**src/rtl/qracc_pkg.sv**
```systemverilog
// Shared types for the QR compute-in-memory macro: control/status bundles and request opcodes.
package qracc_pkg;

   localparam int unsigned NUM_ROWS   = 128;
   localparam int unsigned NUM_COLS   = 32;
   localparam int unsigned COMP_COUNT = 4;

   localparam logic [1:0] OP_WRITE   = 2'd0;
   localparam logic [1:0] OP_READ    = 2'd1;
   localparam logic [1:0] OP_COMPUTE = 2'd2;
   localparam logic [1:0] OP_RSVD    = 2'd3;

   // Control bundle into the analog macro; every *b field is the complement of its partner.
   typedef struct packed {
      logic [NUM_ROWS-1:0] wl;
      logic                pch;
      logic                write;
      logic [NUM_COLS-1:0] wr_data;
      logic [NUM_COLS-1:0] csel;
      logic                saen;
      logic                clk;
      logic [NUM_ROWS-1:0] vdr_sel;
      logic [NUM_ROWS-1:0] vdr_selb;
      logic [NUM_ROWS-1:0] vss_sel;
      logic [NUM_ROWS-1:0] vss_selb;
      logic [NUM_ROWS-1:0] vrst_sel;
      logic [NUM_ROWS-1:0] vrst_selb;
      logic                nf;
      logic                nfb;
      logic                m2a;
      logic                m2ab;
      logic                r2a;
      logic                r2ab;
   } analog_inputs_t;

   typedef struct packed {
      logic [NUM_COLS-1:0]            sa_out;
      logic [COMP_COUNT*NUM_COLS-1:0] adc_out;
   } analog_outputs_t;

   // Quiescent array: everything off, complement rails high.
   function automatic analog_inputs_t ana_idle();
      analog_inputs_t a;
      a           = '0;
      a.vdr_selb  = '1;
      a.vss_selb  = '1;
      a.vrst_selb = '1;
      a.nfb       = 1'b1;
      a.m2ab      = 1'b1;
      a.r2ab      = 1'b1;
      return a;
   endfunction

endpackage

```
**src/rtl/qracc_seq_ctrl.sv**
```systemverilog
// Phase sequencer driving the QR CIM macro for row write, row read and analog MAC compute.
// Optional QRACC_SEQ_PERF_EN adds saturating compute and response-stall counters.
module qracc_seq_ctrl #(
   parameter int unsigned numRows     = 128,
   parameter int unsigned numCols     = 32,
   parameter int unsigned compCount   = 4,
   parameter int unsigned PCH_CYCLES  = 1,
   parameter int unsigned WL_CYCLES   = 2,
   parameter int unsigned RST_CYCLES  = 2,
   parameter int unsigned DRV_CYCLES  = 4,
   parameter int unsigned CONV_CYCLES = 2
) (
   input  logic                              clk,
   input  logic                              nrst,
   input  logic                              req_valid,
   output logic                              req_ready,
   input  logic [1:0]                        req_op,
   input  logic [$clog2(numRows)-1:0]        req_row,
   input  logic [numCols-1:0]                req_wdata,
   input  logic [numRows-1:0]                req_act,
   output logic                              rsp_valid,
   input  logic                              rsp_ready,
   output logic                              rsp_err,
   output logic [compCount*numCols-1:0]      rsp_data,
   output qracc_pkg::analog_inputs_t         ana_ctrl,
   input  qracc_pkg::analog_outputs_t        ana_stat
`ifdef QRACC_SEQ_PERF_EN
   ,
   output logic [15:0]                       perf_compute_cnt,
   output logic [15:0]                       perf_stall_cnt
`endif
);

   import qracc_pkg::*;

   localparam int unsigned ROW_W   = $clog2(numRows);
   localparam int unsigned RSP_W   = compCount * numCols;
   localparam int unsigned MAX_A   = (PCH_CYCLES > WL_CYCLES) ? PCH_CYCLES : WL_CYCLES;
   localparam int unsigned MAX_B   = (RST_CYCLES > DRV_CYCLES) ? RST_CYCLES : DRV_CYCLES;
   localparam int unsigned MAX_C   = (MAX_A > MAX_B) ? MAX_A : MAX_B;
   localparam int unsigned MAX_PH  = (MAX_C > CONV_CYCLES) ? MAX_C : CONV_CYCLES;
   localparam int unsigned CNT_W   = (MAX_PH > 1) ? $clog2(MAX_PH) : 1;
   localparam bit          ROW_FULL = (numRows == (32'd1 << ROW_W));

   typedef enum logic [2:0] {
      S_IDLE, S_PCH, S_WL, S_SENSE, S_RST, S_DRV, S_CONV, S_RESP
   } state_e;

   state_e               state_q, state_d;
   logic [CNT_W-1:0]     cnt_q, cnt_d;
   logic [1:0]           op_q, op_d;
   logic [ROW_W-1:0]     row_q, row_d;
   logic [numCols-1:0]   wdata_q, wdata_d;
   logic [numRows-1:0]   act_q, act_d;
   logic                 req_ready_d;
   logic                 rsp_valid_d;
   logic                 rsp_err_d;
   logic [RSP_W-1:0]     rsp_data_d;
   analog_inputs_t       ctrl_d;
   logic                 accept_c;
   logic                 bad_c;
   logic                 done_c;

   // State, latched request, response and control-bundle registers.
   always_ff @(posedge clk or negedge nrst) begin
      if (!nrst) begin
         state_q   <= S_IDLE;
         cnt_q     <= '0;
         op_q      <= '0;
         row_q     <= '0;
         wdata_q   <= '0;
         act_q     <= '0;
         req_ready <= 1'b0;
         rsp_valid <= 1'b0;
         rsp_err   <= 1'b0;
         rsp_data  <= '0;
         ana_ctrl  <= ana_idle();
      end else begin
         state_q   <= state_d;
         cnt_q     <= cnt_d;
         op_q      <= op_d;
         row_q     <= row_d;
         wdata_q   <= wdata_d;
         act_q     <= act_d;
         req_ready <= req_ready_d;
         rsp_valid <= rsp_valid_d;
         rsp_err   <= rsp_err_d;
         rsp_data  <= rsp_data_d;
         ana_ctrl  <= ctrl_d;
      end
   end

   // Next state, phase counter, response capture and next control bundle.
   always_comb begin
      state_d    = state_q;
      cnt_d      = cnt_q;
      op_d       = op_q;
      row_d      = row_q;
      wdata_d    = wdata_q;
      act_d      = act_q;
      rsp_err_d  = rsp_err;
      rsp_data_d = rsp_data;
      ctrl_d     = ana_idle();
      accept_c   = 1'b0;
      done_c     = (cnt_q == '0);
      bad_c      = (req_op == OP_RSVD) ||
                   ((req_op != OP_COMPUTE) && !ROW_FULL && (32'(req_row) >= numRows));

      case (state_q)
         S_IDLE: begin
            if (req_valid && req_ready) begin
               accept_c   = 1'b1;
               op_d       = req_op;
               row_d      = req_row;
               wdata_d    = req_wdata;
               act_d      = req_act;
               rsp_err_d  = bad_c;
               rsp_data_d = '0;
               if (bad_c)                     state_d = S_RESP;
               else if (req_op == OP_COMPUTE) state_d = S_RST;
               else                           state_d = S_PCH;
            end
         end
         S_PCH:   if (done_c) state_d = S_WL;
         S_WL:    if (done_c) state_d = (op_q == OP_READ) ? S_SENSE : S_RESP;
         S_SENSE: begin
            state_d    = S_RESP;
            rsp_data_d = RSP_W'(ana_stat.sa_out);
         end
         S_RST:   if (done_c) state_d = S_DRV;
         S_DRV:   if (done_c) state_d = S_CONV;
         S_CONV: begin
            if (done_c) begin
               state_d    = S_RESP;
               rsp_data_d = RSP_W'(ana_stat.adc_out);
            end
         end
         S_RESP: begin
            if (rsp_valid && rsp_ready) begin
               state_d    = S_IDLE;
               rsp_err_d  = 1'b0;
               rsp_data_d = '0;
            end
         end
         default: state_d = S_IDLE;
      endcase

      // Reload the shared phase counter on every state entry, else count down to zero.
      if (state_d != state_q) begin
         case (state_d)
            S_PCH:   cnt_d = CNT_W'(PCH_CYCLES - 1);
            S_WL:    cnt_d = CNT_W'(WL_CYCLES - 1);
            S_RST:   cnt_d = CNT_W'(RST_CYCLES - 1);
            S_DRV:   cnt_d = CNT_W'(DRV_CYCLES - 1);
            S_CONV:  cnt_d = CNT_W'(CONV_CYCLES - 1);
            default: cnt_d = '0;
         endcase
      end else if (!done_c) begin
         cnt_d = cnt_q - CNT_W'(1);
      end

      // An error response skips one cycle in RESP so its latency matches the accept-to-valid edge.
      req_ready_d = (state_d == S_IDLE);
      rsp_valid_d = (state_d == S_RESP) && (state_q != S_IDLE);

      // Control bundle for the state being entered; request data is only used once latched.
      case (state_d)
         S_PCH: ctrl_d.pch = 1'b1;
         S_WL: begin
            ctrl_d.wl[row_q] = 1'b1;
            ctrl_d.csel      = '1;
            if (op_q == OP_WRITE) begin
               ctrl_d.write   = 1'b1;
               ctrl_d.wr_data = wdata_q;
            end
         end
         S_SENSE: begin
            ctrl_d.wl[row_q] = 1'b1;
            ctrl_d.saen      = 1'b1;
            ctrl_d.clk       = 1'b1;
         end
         S_RST: begin
            ctrl_d.vrst_sel = '1;
            ctrl_d.r2a      = 1'b1;
         end
         S_DRV: begin
            ctrl_d.vdr_sel = act_q;
            ctrl_d.vss_sel = ~act_q;
            ctrl_d.nf      = 1'b1;
         end
         S_CONV: begin
            ctrl_d.vdr_sel = act_q;
            ctrl_d.vss_sel = ~act_q;
            ctrl_d.m2a     = 1'b1;
            ctrl_d.clk     = 1'b1;
         end
         default: ;
      endcase

      ctrl_d.vdr_selb  = ~ctrl_d.vdr_sel;
      ctrl_d.vss_selb  = ~ctrl_d.vss_sel;
      ctrl_d.vrst_selb = ~ctrl_d.vrst_sel;
      ctrl_d.nfb       = ~ctrl_d.nf;
      ctrl_d.m2ab      = ~ctrl_d.m2a;
      ctrl_d.r2ab      = ~ctrl_d.r2a;
   end

`ifdef QRACC_SEQ_PERF_EN
   // Saturating counters: accepted computes and cycles a response waits on the consumer.
   always_ff @(posedge clk or negedge nrst) begin
      if (!nrst) begin
         perf_compute_cnt <= '0;
         perf_stall_cnt   <= '0;
      end else begin
         if (accept_c && !bad_c && (req_op == OP_COMPUTE) && (perf_compute_cnt != 16'hFFFF))
            perf_compute_cnt <= perf_compute_cnt + 16'd1;
         if (rsp_valid && !rsp_ready && (perf_stall_cnt != 16'hFFFF))
            perf_stall_cnt <= perf_stall_cnt + 16'd1;
      end
   end
`endif

endmodule

```
**config.mk**
```make
export PLATFORM = sky130hd
export DESIGN_NAME = qracc_seq_ctrl
export DESIGN_NICKNAME = d
export VERILOG_FILES = /design/src/rtl/qracc_pkg.sv /design/src/rtl/qracc_seq_ctrl.sv
export SDC_FILE = /design/constraint.sdc
export NUM_CORES = 1
export LEC_CHECK = 0
export BUFFER_PORTS_ARGS = -buffer_cell sky130_fd_sc_hd__clkbuf_2
export CAP_MARGIN = 20
export CORE_AREA = 2 2 558 560
export DETAILED_ROUTE_END_ITERATION = 8
export DIE_AREA = 0 0 560 562
export GPL_TIMING_DRIVEN = 0
export PLACE_DENSITY = 0.39
export SETUP_SLACK_MARGIN = 0.1
export SLEW_MARGIN = 20
export SYNTH_ARGS = -nofsm -noshare
export SYNTH_HDL_FRONTEND = slang
export SYNTH_SLANG_ARGS = --single-unit
```
**constraint.sdc**
```tcl
create_clock -name clk -period 5.1 [get_ports clk]
set_input_delay 0.765 -clock clk [delete_from_list [all_inputs] [get_ports clk]]
set_output_delay 0.765 -clock clk [all_outputs]
set_load 0.1 [all_outputs]
```
==> key figures <==
Run status
  • Status: completed

Clock network
  • CTS Buf Count: 122
  • CTS tree: done
  • H-tree depth: 3
  • Clk root buf: clkbuf_16
  • Clk pin slew, worst setup/hold paths: 70 ps
  • Worst skew pair latency: 860 ps
  • Number of post-CTS setup repair buffers: 0
  • CTS max path bufs: 4
  • TritonCTS Sinks: 988

Hold path
  • Worst Hold Launch: req_act[63]
  • Hold crit path type: input port to flip-flop

Layout
  • Finished Cell Area: 52700 um2
  • NumNets Final: 4653
  • Layout cells sized above 1: 55.7%
  • Fill cell count: 34549
  • Area Overhead vs Synth: 48.4%

Die
  • Die ar.: 315000 um2
  • Initial core utilization: 11.5%
  • Core Region: 308000 um2
  • Row count: 204
  • Die height: 562 um
  • Die Wd: 560 um
  • # IOs: 1434

GRT
  • Total GRT Usage: 11.5%
  • First-pass GRT wire length: 250 mm
  • Vias in the first global route: 27487
  • Largest net degree at the start of global routing: 98
  • Final global-route overflow total: 0
  • Initial antenna violation count: 70

Worst setup path
  • Reg2reg path depth: 11
  • Crit end category: output port
  • Crit-path max FO: 84
  • RR Startpoint: cnt_q[0]
  • Req. time, crit path: 4340 ps
  • R2r setup slk: 1660 ps
  • R2R Path End: ana_ctrl[596]
  • Crit. Startpoint: ana_ctrl[132]
  • WS Path Type: flip-flop to output port
  • Arr. time, crit path: 2830 ps
  • Crit path to: ana_ctrl[95]
  • Crit start category: flip-flop

Timing
  • Slew HR: 27.6%
  • Worst-margin pin slew: 1090 ps
  • Final setup violation count: 0
  • Fin Clk Skew: 86.6 ps
  • Hold Vio Cnt, Final: 0
  • Fin. max-slew vios: 0
  • Setup TNS: 0 ps
  • Min Clock Period, post-route: 3600 ps
  • F_max: 278 MHz
  • RSZ-0062 raised after global routing: no
  • Fin crit share: 70.5%
  • Final hold slack: 126 ps

Place
  • Buffers added on ports: 1433
  • Final HPWL DP: 154 mm
  • Cell Area, Placed: 48400 um2
  • Placer Congestion: 0.894

Drt
  • Pre-antenna DRT Iters: 5
  • WL met3: 16.7 mm
  • Drt via density: 3.10
  • Antenna-violating nets left: 0
  • Met1 wire length: 73.9 mm
  • WL per Instance: 21.8 um
  • DRC violations left: 0
  • Wirelength, routed: 187 mm
  • Met2 WL: 90.7 mm
  • Highest Signal Layer: met5
  • Initial drt markers: 1225
  • Vias: 26524

Synth
  • Post-synthesis net count: 3076
  • Synth warnings: 0
  • Distinct cells, synth: 43
  • Synth Register Bits: 988
  • Post-Synthesis Cell Area: 35500 um2
  • Synth Instances: 2742
  • Mean Syn Cell Area: 13.0 um2
  • Register area share after synthesis: 70.5%

Flow run
  • Max cap viols: 0
-- cell usage after synthesis (all sizes together) --
| master | number | area [um2] |
|---|---|---|
| nand4 | 7 | 43.8 |
| a22o | 1 | 8.76 |
| dfrtp | 729 | 18200 |
| nand2 | 145 | 544 |
| nand3 | 104 | 521 |
| a21oi | 37 | 189 |
| o31ai | 1 | 21.3 |
| ha | 1 | 12.5 |
| a21o | 1 | 7.51 |
| nand4b | 4 | 35.0 |
| and3 | 2 | 12.5 |
| a22oi | 34 | 260 |
| nor2b | 9 | 56.3 |
| nor3 | 3 | 15.0 |
| mux2i | 1 | 10.0 |
| nor2 | 299 | 1120 |
| nor4 | 1 | 6.26 |
| o21a | 1 | 7.51 |
| inv | 104 | 390 |
| o31a | 1 | 8.76 |
| o22ai | 1 | 6.26 |
| and4 | 2 | 17.5 |
| mux2 | 169 | 1900 |
| and3b | 1 | 8.76 |
| clkbuf | 58 | 233 |
| a31oi | 1 | 6.26 |
| a32o | 1 | 10.0 |
| buf | 366 | 2620 |
| a32oi | 1 | 8.76 |
| xor2 | 2 | 17.5 |
| and2 | 163 | 1020 |
| o21ai | 100 | 500 |
| o311a | 1 | 21.3 |
| dfstp | 259 | 6810 |
| nand2b | 132 | 826 |
-- metal layers --
metal,GRT usage (%),up-vias
li1,-,11616
met1,13.4,13342
met2,19.5,1264
met3,4.28,266
met4,3.25,36
met5,0,-
-- layout by cell type (no fill, tap or decap), drive strengths merged, types with 20 or more instances in the layout --
master | Yosys | final
inv | 104 | 114
dfrtp | 729 | 729
buf | 366 | 385
and2 | 163 | 163
mux2 | 169 | 169
o21ai | 100 | 100
a21oi | 37 | 37
clkbuf | 58 | 1668
a22oi | 34 | 34
diode | 0 | 20
dfstp | 259 | 259
nand2b | 132 | 132
nand3 | 104 | 104
nor2 | 299 | 299
clkinv | 0 | 23
nand2 | 145 | 145
-- registers in the layout, summed over array words and instances (netlist names) --
name       flops
ana_ctrl     683
act_q        128
rsp_data     128
wdata_q       32
row_q          7
state_q        3
cnt_q          2
op_q           2
req_ready      1
rsp_err        1
rsp_valid      1
-- layout make-up --
type	instances	area (um2)	share of cell area [%]
antenna	20	50.0	0.0950
buffer	424	2860	5.42
clock buffer	177	3560	6.75
clock inverter	49	711	1.35
inverter	104	390	0.741
multi-input combinational	1226	7230	13.7
sequential	988	25100	47.5
tap	4120	5150	9.78
timing repair buffer	1453	7690	14.6
-- worst min-delay path by stage --
stage	to	slack (ps)	depth (start not counted)
finish	act_q[63]	130	2
global route	act_q[28]	50	2
CTS	act_q[63]	7	2
detailed placement	ana_ctrl[631]	450	1
global placement	ana_ctrl[631]	450	1
floorplan	ana_ctrl[525]	410	1
-- cell families after synthesis --
logic type,share of synthesized area (%)
XOR/XNOR,0.0493
AO/OA/AOI/OAI,2.97
adder cells (fa/ha/maj),0.0352
buffers and inverters,9.12
multiplexers,5.39
AND/OR/NAND/NOR,11.9
flip-flops,70.5
-- critical path, cell delays in order, from the launching register on --
cell and delay [ps]:
dfstp_4 880, buf_16 330, buf_4 170, clkbuf_2 440
-- stage by stage --
step / setup slack, ps / instances / utilization, %
2_1_floorplan: 903 / 2742 / -
3_3_place_gp: -21800 / 8295 / 15.5
3_5_place_dp: 1230 / 8314 / 15.7
4_1_cts: 1370 / 8541 / 17.1
5_1_grt: 1300 / 8549 / 17.1
6_report: 1500 / 8561 / 17.1
-- timing repair --
action / 4_1_cts / 5_1_grt
endpoints found under the hold margin: 27 / 0
setup endpoints to repair: 0 / 0
gates resized for setup: 0 / 0
hold buffers: 1 / 0
Power is not shown: default switching activity piles up to over one toggle a cycle in this logic, so the estimate is an artifact.
